<file path="src/rtl/onehot_rr_arbiter.sv">
// onehot_rr_arbiter
//   Upstream stage for the 8-to-3 behavioural encoder (encod83beh). Single-cycle
//   request pulses are collected into a pending register. One pending request
//   at a time is granted, in round-robin order, as a registered one-hot vector.
//   Each grant is held until the consumer acknowledges it, so the encoder input
//   is always zero or exactly one hot bit.
//
//   Build option: define ARB_FIXED_PRIO_EN to replace round-robin with fixed
//   priority (index 0 highest). In that build the pointer stays at 0.
//
// Ports
//   clk        rising-edge clock
//   rst_n      asynchronous active-low reset
//   req_in     [7:0] request pulses; bit i high for any cycle marks request i pending
//   ack        consumer took the current grant; ignored while en=0
//   out        [7:0] registered one-hot grant, drives encoder `in`; zero when en=0
//   en         grant valid, drives encoder `en`
//   pending    [7:0] pending request register (status)
//   grant_cnt  [7:0] completed grants (ack accepted), wraps 255->0
module onehot_rr_arbiter #(
    parameter int N = 8  // must stay 8 to match the encoder
) (
    input  logic         clk,
    input  logic         rst_n,
    input  logic [N-1:0] req_in,
    input  logic         ack,
    output logic [N-1:0] out,
    output logic         en,
    output logic [N-1:0] pending,
    output logic [7:0]   grant_cnt
);

    localparam int PW = 3;

    typedef enum logic {
        IDLE,
        GRANT
    } state_t;

    state_t        state, state_next;
    logic [PW-1:0] ptr, ptr_next, ptr_adv;
    logic [PW-1:0] scan_idx, sel_idx;
    logic          sel_found;
    logic [N-1:0]  out_next, clear_mask;
    logic          en_next;
    logic [7:0]    cnt_next;

    // First pending bit at or above ptr, wrapping 7->0.
    always_comb begin
        sel_found = 1'b0;
        sel_idx   = '0;
        scan_idx  = '0;
        for (int unsigned i = 0; i < N; i++) begin
            scan_idx = ptr + PW'(i);
            if (!sel_found && pending[scan_idx]) begin
                sel_found = 1'b1;
                sel_idx   = scan_idx;
            end
        end
    end

`ifdef ARB_FIXED_PRIO_EN
    // Pointer pinned at 0: the scan above degenerates to lowest-index-first.
    assign ptr_adv = '0;
`else
    // Pointer advances to one past the granted index, recovered from out.
    always_comb begin
        ptr_adv = '0;
        for (int unsigned i = 0; i < N; i++) begin
            if (out[i]) begin
                ptr_adv = PW'(i + 1);
            end
        end
    end
`endif

    always_comb begin
        state_next = state;
        out_next   = out;
        en_next    = en;
        ptr_next   = ptr;
        cnt_next   = grant_cnt;
        clear_mask = '0;
        case (state)
            IDLE: begin
                out_next = '0;
                en_next  = 1'b0;
                if (sel_found) begin
                    out_next[sel_idx] = 1'b1;
                    en_next           = 1'b1;
                    state_next        = GRANT;
                end
            end
            GRANT: begin
                if (ack) begin
                    clear_mask = out;
                    ptr_next   = ptr_adv;
                    cnt_next   = grant_cnt + 8'd1;
                    out_next   = '0;
                    en_next    = 1'b0;
                    state_next = IDLE;
                end
            end
            default: begin
                out_next   = '0;
                en_next    = 1'b0;
                state_next = IDLE;
            end
        endcase
    end

    always_ff @(posedge clk or negedge rst_n) begin
        if (!rst_n) begin
            state     <= IDLE;
            ptr       <= '0;
            out       <= '0;
            en        <= 1'b0;
            pending   <= '0;
            grant_cnt <= '0;
        end else begin
            state     <= state_next;
            ptr       <= ptr_next;
            out       <= out_next;
            en        <= en_next;
            // A new request on the bit being cleared keeps it pending.
            pending   <= (pending & ~clear_mask) | req_in;
            grant_cnt <= cnt_next;
        end
    end

endmodule

</file>
<file path="config.mk">
export PLATFORM = sky130hd
export DESIGN_NAME = onehot_rr_arbiter
export DESIGN_NICKNAME = d
export VERILOG_FILES = /design/src/rtl/onehot_rr_arbiter.sv
export SDC_FILE = /design/constraint.sdc
export NUM_CORES = 1
export LEC_CHECK = 0
export CORE_UTILIZATION = 54
export DETAILED_ROUTE_END_ITERATION = 6
export PLACE_DENSITY = 0.8
export SYNTH_ARGS = -nofsm -noshare
export SYNTH_HDL_FRONTEND = slang
export SYNTH_SLANG_ARGS = --single-unit
</file>
<file path="constraint.sdc">
create_clock -name clk -period 4.8 [get_ports clk]
set_clock_uncertainty 0.2 [all_clocks]
set_input_delay 0.48 -clock clk [delete_from_list [all_inputs] [get_ports clk]]
set_output_delay 0.48 -clock clk [all_outputs]
set_load 0.05 [all_outputs]
</file>
Word level (Yosys, flattened, before mapping)
Index checks and enable logic that the tools add are counted.
{"block": "word_totals", "out_inout_bits": 25, "wordCells": 97, "in_bits": 11, "reg_bits": 29}
{"block": "op_classes", "bitwise_logic": 4, "addsub": 8, "magnitude_cmp": 10, "n_eq_ne": 1, "mux": 52, "n_reduce_logical": 16}
{"op": "$mux W3", "n": 15}
{"op": "$lt A3 B4 Y1 const B", "n": 9}
{"op": "$mux W8", "n": 4}
{"op": "$bmux W1 S3", "n": 8}
{"op": "$mux W1", "n": 21}
{"op": "$pmux W8 S2", "n": 1}
{"op": "$add A3 B3 Y3 const B", "n": 4}
{"op": "$add A8 B1 Y8 const B", "n": 1}
{"op": "$and A8 B8 Y8", "n": 1}
{"op": "$logic_and A1 B1 Y1", "n": 8}
{"op": "$not A8 Y8", "n": 1}
{"op": "$or A8 B8 Y8", "n": 1}
{"op": "$logic_not A1 Y1", "n": 7}
{"op": "$add A3 B2 Y3 const B", "n": 2}
{"op": "$pmux W1 S2", "n": 2}
{"op": "$add A3 B1 Y3 const B", "n": 1}
{"op": "$demux W1 S3", "n": 1}
{"op": "$ge A3 B1 Y1 const B", "n": 1}
{"op": "$ne A2 B2 Y1 const B", "n": 1}
{"op": "$reduce_and A2 Y1", "n": 1}
{"op": "$not A1 Y1", "n": 1}

Logic depth before layout (Yosys ltp)
Gate-level depths: netlist of the first run.
{"block": "depth", "ltp_word": 30, "depth_mapped": 12, "depth_no_buf": 9}

Worst setup path before layout of the first run
Ideal clock, no wire load.
{"block": "synth_timing", "path_kind": "reg2reg", "from": "reg ptr[0]", "to": "reg out[5]", "stages_incl_launch_ff": 12, "required_time_ps": 4478, "setup_time_ps": 122, "n_path_buf": 4, "t_arrival_ps": 3052, "synth_period_minus_slack_ps": 3374, "slack_ps": 1426, "path_cell_list": "dfrtp_1 -> buf_6 -> buf_6 -> inv_1 -> ha_1 -> buf_1 -> clkbuf_1 -> mux4_2 -> o31a_1 -> o32a_1 -> and2_4 -> a32o_1"}
{"block": "synth_via", "elab_chain_cells": 30, "word_cells_on_any_way": 60, "cone_classes": "7 x add/sub; 2 x order compare; 36 x mux; 15 x reduce/logical"}
{"item": "start, declared", "line": "41", "source": "logic [PW-1:0] ptr, ptr_next, ptr_adv;"}
{"item": "start signal, assigned", "line": "122", "source": "ptr <= ptr_next;"}
{"item": "parallel branches: the longest is 28 deep, another holds $add A3 B1 Y3"}
{"item": "$mux W8 (*)", "line": "88", "source": "if (sel_found) begin"}
{"item": "$pmux W8 S2 (*)", "line": "84", "source": "case (state)"}
{"item": "end signal, assigned", "line": "123", "source": "out <= out_next;"}
{"item": "end, declared", "line": "27", "source": "output logic [N-1:0] out,"}
Every way passes the cells marked *. The select of a mux whose other input is x is not followed.
A chain may end at the register's enable or synchronous reset.

Worst setup path after layout of the first run
{"block": "layout_timing", "from": "reg ptr[1]", "to": "reg out[1]"}
Same word-level chain as after synthesis.

==> impl_metrics.py, run 1 <==
metrics = {
    "status": {
        "status": "finished, final reports clean",
    },
    "logic_synthesis": {
        "synth_edf_count": 0,
        "synth.area.top_cells": "dfrtp_1, mux4_2, nand2_1, mux2i_1, mux4_1",
        "ys_async_sr_fraction_pct": 100,
        "netlist_area_sq_mm": 0.00226,
        "synth.avg_cell_area_sq_um": 10.2,
        "yosysTopAreaCell": "dfrtp_1",
        "synth_warnings": 0,
        "syn-instance-count": 221,
        "synth-seq-cells": 29,
        "netlist.area_leader.share_pct": 32.1,
        "synth_cell_types": 51,
        "ys_seq_area_share_pct": 32.1,
        "synth_ff_type": "dfrtp_1",
        "synth_nets": 235,
    },
    "power_and_ir_drop": {
        "power_frac_seq_pct": 25.2,
        "power_mw": 1.62,
        "p_sw_share_pct": 49.8,
        "intPower_uw": 811,
        "power.leakage_nw": 0.992,
        "combPwrFrac_pct": 62.9,
        "clock_power_share_pct": 12.0,
        "p_sw_uw": 806,
        "peakVddDrop_mv": 0.392,
        "power-per-cell-area_mw_per_mm2": 594,
    },
    "sta": {
        "fmax_mhz": 256,
        "min_period_ns": 3.91,
        "hold_violations": 0,
        "worstMarginPinSlew_ns": 0.777,
        "fin_crit_sh_pct": 81.5,
        "drv_slew": 0,
        "relSlewSlack_pct": 48.2,
        "setup_viol": 0,
        "tns_ns": 0,
        "rsz0062_at_grt": "no",
    },
    "floorplanning": {
        "io_pins": 36,
        "die_w_microns": 66.7,
        "die_area_sq_mm": 0.00445,
        "start_util_pct": 56.5,
        "rows": 23,
        "die_h_microns": 66.7,
        "coreArea_sq_mm": 0.00400,
    },
    "worst_setup_path": {
        "slowest_delay_ns": 0.82,
        "path_cells": "inv_1 > ha_1 > mux4_2 > a21oi_1 > a2bb2oi_1 > nor4b_1 > o32a_1 > nand2_1 > o31ai_1",
        "cp-start-kind": "flip-flop",
        "arrival_ns": 3.88,
        "crit_buf_inv": 1,
        "crit_path_top_delay_cell": "ha_1",
        "path_class": "reg -> reg",
        "cp_max_fo": 20,
        "cp-end-kind": "flip-flop",
        "r2r_slack_ns": 0.89,
        "crit_required_ns": 4.77,
        "crit_family": "compound AO/OA/AOI/OAI gates",
    },
    "detailed_routing": {
        "wirelength_microns": 5990,
        "postRouteAntennaNets": 0,
        "wl_per_cell_microns": 19.6,
        "drt-initial-drc-count": 268,
        "drt_pass1_iterations": 6,
        "viasPerCell": 6.68,
        "vias": 2043,
        "route.detailed.drc": 0,
    },
    "layout": {
        "nFillCells": 293,
        "areaGrowthSynthToFinish_pct": 20.4,
        "nNetsFinal": 269,
        "num_antenna_cells": 0,
        "drive_gt1_share_pct": 13.3,
        "mostFrequentLayoutCells": "clkdlybuf4s50_1, nand2_1, dfrtp_1",
        "final_common_cell": "clkdlybuf4s50_1",
    },
    "placement": {
        "gp_congestion": 0.937,
        "io_buffer_count": 35,
        "place_hpwl_microns": 4200,
    },
    "clock_network": {
        "cts_hold_buffers": 0,
        "clock_sinks": 29,
        "h-tree-depth": 2,
        "cts_max_path_buffers": 2,
        "root_buffer": "clkbuf_8",
        "clk_latency_ns": 0.28,
        "clk_pin_slew_worst_paths_ns": 0.06,
        "cts_tree": "done",
        "post_cts_resized": 0,
        "cts_buffers": 5,
        "cts_setup_buffers": 0,
    },
    "global_route": {
        "grt_usage_pct": 29.0,
        "grt_pass1_vias": 1875,
        "overflow": 0,
        "grt_max_degree": 30,
        "antenna_found_initial": 0,
        "grt_pass1_wl_microns": 9400,
    },
    "job": {
        "max-cap-violations": 0,
    },
    "hold_path": {
        "min_path_type": "reg -> reg",
    },
}
[synthesized netlist by cell type, types with 6 or more instances]
cell	number
a32o_1	6
mux2i_1	10
nor2_1	15
a21o_1	10
mux4_2	13
dfrtp_1	29
o31ai_1	6
o21ai_0	9
xnor2_1	7
inv_1	6
nand2_1	30
a21oi_1	7
[state kept, by name, summed over array words and instances, names as in the netlist]
signal	count
en	1
out	8
ptr	3
pending	8
grant_cnt	8
state	1
[kinds of logic after synthesis]
family | share of synthesized area (%)
xor gates and xnor gates | 4.93
buffers and inverters | 3.32
adders and majority gates | 1.66
and+or+nand+nor | 15.0
muxes | 23.7
DFF | 32.1
AOI/OAI and AO/OA | 19.3
[final cells by class]
class | instances | area (sq um) | share of cell area [%]
inverters | 6 | 22.5 | 0.828
clock inverters | 3 | 17.5 | 0.644
repair buffers | 37 | 365 | 13.4
multi-input cells | 176 | 1460 | 53.6
flip-flops and latches | 29 | 726 | 26.7
clock buffers | 5 | 68.8 | 2.53
well taps | 50 | 62.6 | 2.30
[final timing paths]
path / start / end / cells past startpoint
min in group asynchronous: rst_n / out[6] / 2
worst max register to register: ptr[1] / out[1] / 9
max in group asynchronous: rst_n / pending[2] / 2
worst min-delay path: grant_cnt[7] / grant_cnt[7] / 1
worst min register to register: grant_cnt[7] / grant_cnt[7] / 1
worst max-delay path: ptr[1] / out[1] / 9
[layer usage]
metal / track usage (%) / vias to the layer above / share of wire, %
met3: 6.68 / 24 / 8.9
met4: 11.7 / 0 / 2.9
met2: 42.2 / 113 / 45
met1: 41.4 / 989 / 43
met5: 0 / - / 0
li1: - / 917 / -
[power groups by stage]
stage	combinational [mW]	sequential [mW]	clock, mW
5_1_grt	1.09	0.416	0.207
2_1_floorplan	0.630	0.537	0
3_3_place_gp	0.991	0.406	0
6_report	1.02	0.407	0.193
3_5_place_dp	0.998	0.407	0
4_1_cts	1.01	0.403	0.197
[through the flow]
stage	cell area [sq um]	worst slack [ns]	hold slack, ns	std cells	util (%)
2_1_floorplan	2260	1.43	-0.0156	221	-
3_3_place_gp	2640	1.10	0.264	298	65.9
5_1_grt	2720	0.607	0.288	306	68.0
6_report	2720	0.889	0.277	306	68.0
4_1_cts	2720	0.981	0.282	306	68.0
3_5_place_dp	2640	1.01	0.270	298	65.9
(Power assumes the default switching activity.)
==> inputs of run 2 (changes only) <==
==> constraint.sdc (replaced) <==
create_clock -name clk -period 3.7 [get_ports clk]
set_clock_uncertainty 0.2 [all_clocks]
set_input_delay 0.37 -clock clk [delete_from_list [all_inputs] [get_ports clk]]
set_output_delay 0.37 -clock clk [all_outputs]
set_load 0.05 [all_outputs]
==> impl_metrics.py, run 2 (synthesized netlist as in run 1, its figures left out) <==
metrics = {
    "worst_setup_path": {
        "rr_startpoint": "ptr[1]",
        "path_class": "reg -> reg",
        "cp-start-kind": "flip-flop",
        "cp_max_fo": 6,
        "arrival_ns": 3.34,
        "crit_required_ns": 3.66,
        "cp-end-kind": "flip-flop",
        "crit_start": "ptr[1]",
    },
    "clock_network": {
        "cts_buffers": 5,
        "root_buffer": "clkbuf_8",
        "cts_tree": "done",
        "cts_hold_buffers": 0,
        "clk_pin_slew_worst_paths_ns": 0.06,
        "clock_sinks": 29,
        "post_cts_resized": 0,
        "clk_latency_ns": 0.28,
        "cts_setup_buffers": 0,
        "h-tree-depth": 2,
        "cts_max_path_buffers": 2,
    },
    "detailed_routing": {
        "drt_pass1_iterations": 5,
        "wl_per_cell_microns": 18.9,
        "wirelength_microns": 5930,
        "route.detailed.drc": 0,
        "viasPerCell": 6.51,
        "postRouteAntennaNets": 0,
        "drt-initial-drc-count": 199,
        "vias": 2045,
    },
    "sta": {
        "min_period_ns": 3.37,
        "hold_violations": 0,
        "worstMarginPinSlew_ns": 0.673,
        "fmax_mhz": 296,
        "tns_ns": 0,
        "drv_slew": 0,
        "relSlewSlack_pct": 55.1,
        "fin_crit_sh_pct": 91.2,
        "rsz0062_at_grt": "no",
        "setup_viol": 0,
    },
    "floorplanning": {
        "die_w_microns": 66.7,
        "io_pins": 36,
        "rows": 23,
        "die_h_microns": 66.7,
        "die_area_sq_mm": 0.00445,
        "coreArea_sq_mm": 0.00400,
        "start_util_pct": 56.5,
    },
    "job": {
        "max-cap-violations": 0,
    },
    "layout": {
        "drive_gt1_share_pct": 15.9,
        "top_regs": "grant_cnt (8), out (8), pending (8)",
        "nFillCells": 299,
        "nNetsFinal": 277,
        "areaGrowthSynthToFinish_pct": 23.8,
        "num_antenna_cells": 0,
        "final_common_cell": "clkdlybuf4s50_1",
        "mostFrequentLayoutCells": "clkdlybuf4s50_1, nand2_1, dfrtp_1",
    },
    "power_and_ir_drop": {
        "peakVddDrop_mv": 0.524,
        "combPwrFrac_pct": 63.2,
        "p_sw_mw": 1.05,
        "power_mw": 2.19,
        "clock_power_share_pct": 13.1,
        "p_sw_share_pct": 48.1,
        "power_frac_seq_pct": 23.6,
        "power-per-cell-area_mw_per_mm2": 782,
        "power.leakage_nw": 1.04,
        "intPower_mw": 1.14,
    },
    "placement": {
        "gp_congestion": 0.913,
        "io_buffer_count": 35,
        "place_hpwl_microns": 4310,
    },
    "global_route": {
        "antenna_found_initial": 0,
        "grt_pass1_vias": 1810,
        "overflow": 0,
        "grt_usage_pct": 29.3,
        "grt_max_degree": 30,
        "grt_pass1_wl_microns": 9440,
    },
    "hold_path": {
        "min_path_type": "in -> async",
    },
    "status": {
        "status": "finished, final reports clean",
    },
}
## run 2: cell types whose count changed in the layout (fill, tap and decap cells not counted)
cell / previous run / this run
clkbuf_8: 5 / 7
clkinvlp_4: 1 / 0
buf_4: 2 / 10
clkinv_2: 2 / 1
## run 2: worst max-delay path: stages (launching register included)
cell     delay [ns]
dfrtp_1        0.46
inv_1          0.13
ha_1           0.39
mux4_2         0.56
mux2i_1        0.17
a22o_1         0.31
nor3b_1        0.30
a31oi_1        0.27
and2_4         0.22
a32o_1         0.25
## run 2: area by class of cell
| cell class | instances | area (sq um) | share of cell area, % |
|---|---|---|---|
| clock buffer | 7 | 96.3 | 3.45 |
| clock inverter | 1 | 5.00 | 0.179 |
| timing repair buffer | 45 | 425 | 15.2 |
| tap | 50 | 62.6 | 2.24 |
| multi-input combinational | 176 | 1460 | 52.2 |
| inverter | 6 | 22.5 | 0.805 |
| sequential | 29 | 726 | 26.0 |
## run 2: per-stage QoR
stage	worst slack, ns	util [%]	hold WS, ns	instance area (sq um)	instances
final	0.327	69.9	0.260	2800	314
after global routing	0.116	69.9	0.296	2800	314
after CTS	0.350	69.9	0.272	2800	314
after detailed placement	0.353	67.4	0.264	2700	306
after global placement	0.397	67.4	0.261	2700	306
after floorplan	0.326	-	-0.126	2260	221
## run 2: path summary, 6_finish.rpt
kind,to,slack (ns),cells after the start
setup / recovery,out[7],0.33,9
hold / removal,grant_cnt[7],0.26,2
setup reg to reg,out[7],0.33,9
hold reg to reg,grant_cnt[7],0.27,1
max in group asynchronous,pending[6],2.77,2
min in group clk,grant_cnt[7],0.27,1
## run 2: power by group through the flow
stage | Sequential, mW | Clock, mW | Combinational (mW)
after global routing | 0.526 | 0.299 | 1.49
final | 0.517 | 0.287 | 1.38
after global placement | 0.515 | 0 | 1.36
after detailed placement | 0.516 | 0 | 1.36
after floorplan | 0.696 | 0 | 0.817
after CTS | 0.513 | 0.289 | 1.37
## run 2: per-layer routing
| metal | up-vias | global-route usage [%] | part of all wire [%] |
|---|---|---|---|
| li1 | 938 | - | - |
| met1 | 993 | 42.2 | 44 |
| met2 | 104 | 44.1 | 48 |
| met3 | 10 | 4.79 | 6.9 |
| met4 | 0 | 10.6 | 2.0 |
| met5 | - | 0 | 0 |
==> variant: new RTL, config.mk and constraints of run 1 <==
Take the reset off `pending` and load it in a clocked block of its own.
--- a/src/rtl/onehot_rr_arbiter.sv
+++ b/src/rtl/onehot_rr_arbiter.sv
@@ -117,3 +117,2 @@
             en        <= 1'b0;
-            pending   <= '0;
             grant_cnt <= '0;
@@ -125,3 +124,2 @@
             // A new request on the bit being cleared keeps it pending.
-            pending   <= (pending & ~clear_mask) | req_in;
             grant_cnt <= cnt_next;
@@ -130,2 +128,6 @@
 
+    always_ff @(posedge clk) begin
+        pending <= (pending & ~clear_mask) | req_in;
+    end
+
 endmodule
Behaviour: not the same (Yosys sat finds a counterexample within 4 cycles, from zero or initial values and one cycle with rst_n low).
==> variant against run 1 <==
Wire length shrank 8.4%. Core utilization grew 2.8 points. Synthesized area shrank 1.8%. Power grew 1.8%. Setup slack lost 9.0 ps. Hold slack gained 17 ps. Design area shrank 1.1%. Sequential cell count is the same. Critical path type unchanged. Critical endpoint is now out[6]$_DFFE_PN0P_. Largest cell class unchanged.
==> variant: results (changes against run 1) <==
[synthesis]
async_flop_share = 0.724  ; -0.276
synth_area_leaders = dfrtp_1, mux4_2, dfxtp_1
yosys-top-cells-count = nand2_1, dfrtp_1, nor2_1
ys_warn_count = 0  ; unchanged
synth.distinct_cells = 52  ; +2.0%
yosysSeqAreaShare = 0.309  ; -0.0122

[power_and_ir_drop]
peakVddDrop_uv = 445  ; +14%
leakagePower_nw = 0.991  ; -0.19%

[detailed_routing]
first_pass_iters = 4  ; -2
vias = 2015  ; -1.4%
drc = 0  ; unchanged
initialDrtViolationCount = 219  ; -18%
finalWirelength_mm = 5.49  ; -8.4%

[setup_path]
cp-startpoint = ptr[1]$_DFFE_PN0P_
crit_path_max_fanout = 20  ; unchanged
endpoint = out[6]$_DFFE_PN0P_
reg2reg_depth = 9  ; unchanged
slowest_delay_ps = 780  ; -40 ps
crit_arrival_ps = 3930  ; +50 ps

[placement]
pre_cts_ws_ps = 948  ; -65.7 ps
port_buffers = 35  ; unchanged
gp_congestion = 0.939  ; +0.17%
dp_hpwl_mm = 4.00  ; -4.7%
postPlaceCellArea_um2 = 2580  ; -1.9%

[clock_tree]
clockBufferDepth = 2  ; unchanged
clkTransAtPathRegs_ps = 70
clkLatencyLatePin_ps = 280  ; about the same
htreeDepth = 2  ; unchanged

[worst_hold_path]
min_path_type = register to register

[job]
maxCapViolations = 0  ; unchanged

[grt]
grt_use_total = 0.271  ; -0.0188
grt_pass1_wl_mm = 8.87  ; -5.7%
grt_pass1_vias = 1755  ; -6.4%
grt_start_max_net_pins = 24  ; -20%

[sta]
worst_slew_pin_slew_ps = 920  ; +142 ps
timing.final.crit_share = 0.817  ; +0.00187

[cells_and_area]
fin_nets = 268  ; -0.37%
fillCellCount = 299  ; +2.0%
final_layout_size_suffix_gt1_frac = 0.122  ; -0.0112
n_antenna_cell = 0  ; unchanged

[status]
outcome = completed

## variant: kinds of logic after synthesis
family	synth area share
AO/OA/AOI/OAI	0.196
adder cells (fa/ha/maj)	0.0169
XOR/XNOR	0.0502
buffers and inverters	0.0338
AND/OR/NAND/NOR	0.153
multiplexers	0.241
flip-flops	0.309
## variant: critical path: cells and delay by family, from the launching register on
| kind | cells | cell delay [ps] |
|---|---|---|
| AO/OA/AOI/OAI | 4 | 1190 |
| adder cells (fa/ha/maj) | 1 | 780 |
| flip-flops | 1 | 640 |
| multiplexers | 1 | 640 |
| AND/OR/NAND/NOR | 2 | 280 |
| buffers and inverters | 1 | 120 |
## variant: through the flow
step,hold WS [ps],power (W),std cells,util
after floorplan,-15.6,0.00117,221,-
after global placement,261,0.00139,295,0.681
after detailed placement,277,0.00139,295,0.681
after CTS,304,0.00164,303,0.708
after global routing,315,0.00175,303,0.708
final,293,0.00165,303,0.708
## variant: cell type report
cell class / instances / area share
tap: 48 / 0.0223
sequential: 29 / 0.255
inverter: 6 / 0.00837
clock buffer: 6 / 0.0270
clock inverter: 2 / 0.0126
timing repair buffer: 36 / 0.133
multi-input combinational: 176 / 0.542
## variant: how the worst min path moves through the flow
stage                                   startpoint                        to  slack (ps)  cells after the start
after CTS                           en$_DFFE_PN0P_            en$_DFFE_PN0P_         300                      1
after detailed placement            en$_DFFE_PN0P_            en$_DFFE_PN0P_         280                      1
after global routing      grant_cnt[7]$_DFFE_PN0P_  grant_cnt[7]$_DFFE_PN0P_         310                      1
after floorplan                              rst_n            en$_DFFE_PN0P_         -20                      0
final                     grant_cnt[7]$_DFFE_PN0P_  grant_cnt[7]$_DFFE_PN0P_         290                      1
after global placement    grant_cnt[7]$_DFFE_PN0P_  grant_cnt[7]$_DFFE_PN0P_         260                      1
## variant: report_power, final
part / switching [W] / internal [W]
clock: 0.0000928 / 0.000153
sequential: 0.000102 / 0.000305
combinational: 0.000588 / 0.000404
## variant: layer usage
layer  global-route usage  vias to the layer above  wire, um
met2                0.415                      114      2620
li1                     -                      914         -
met5                    0                        -         0
met4               0.0718                        0        76
met3               0.0552                       10       456
met1                0.391                      977      2340
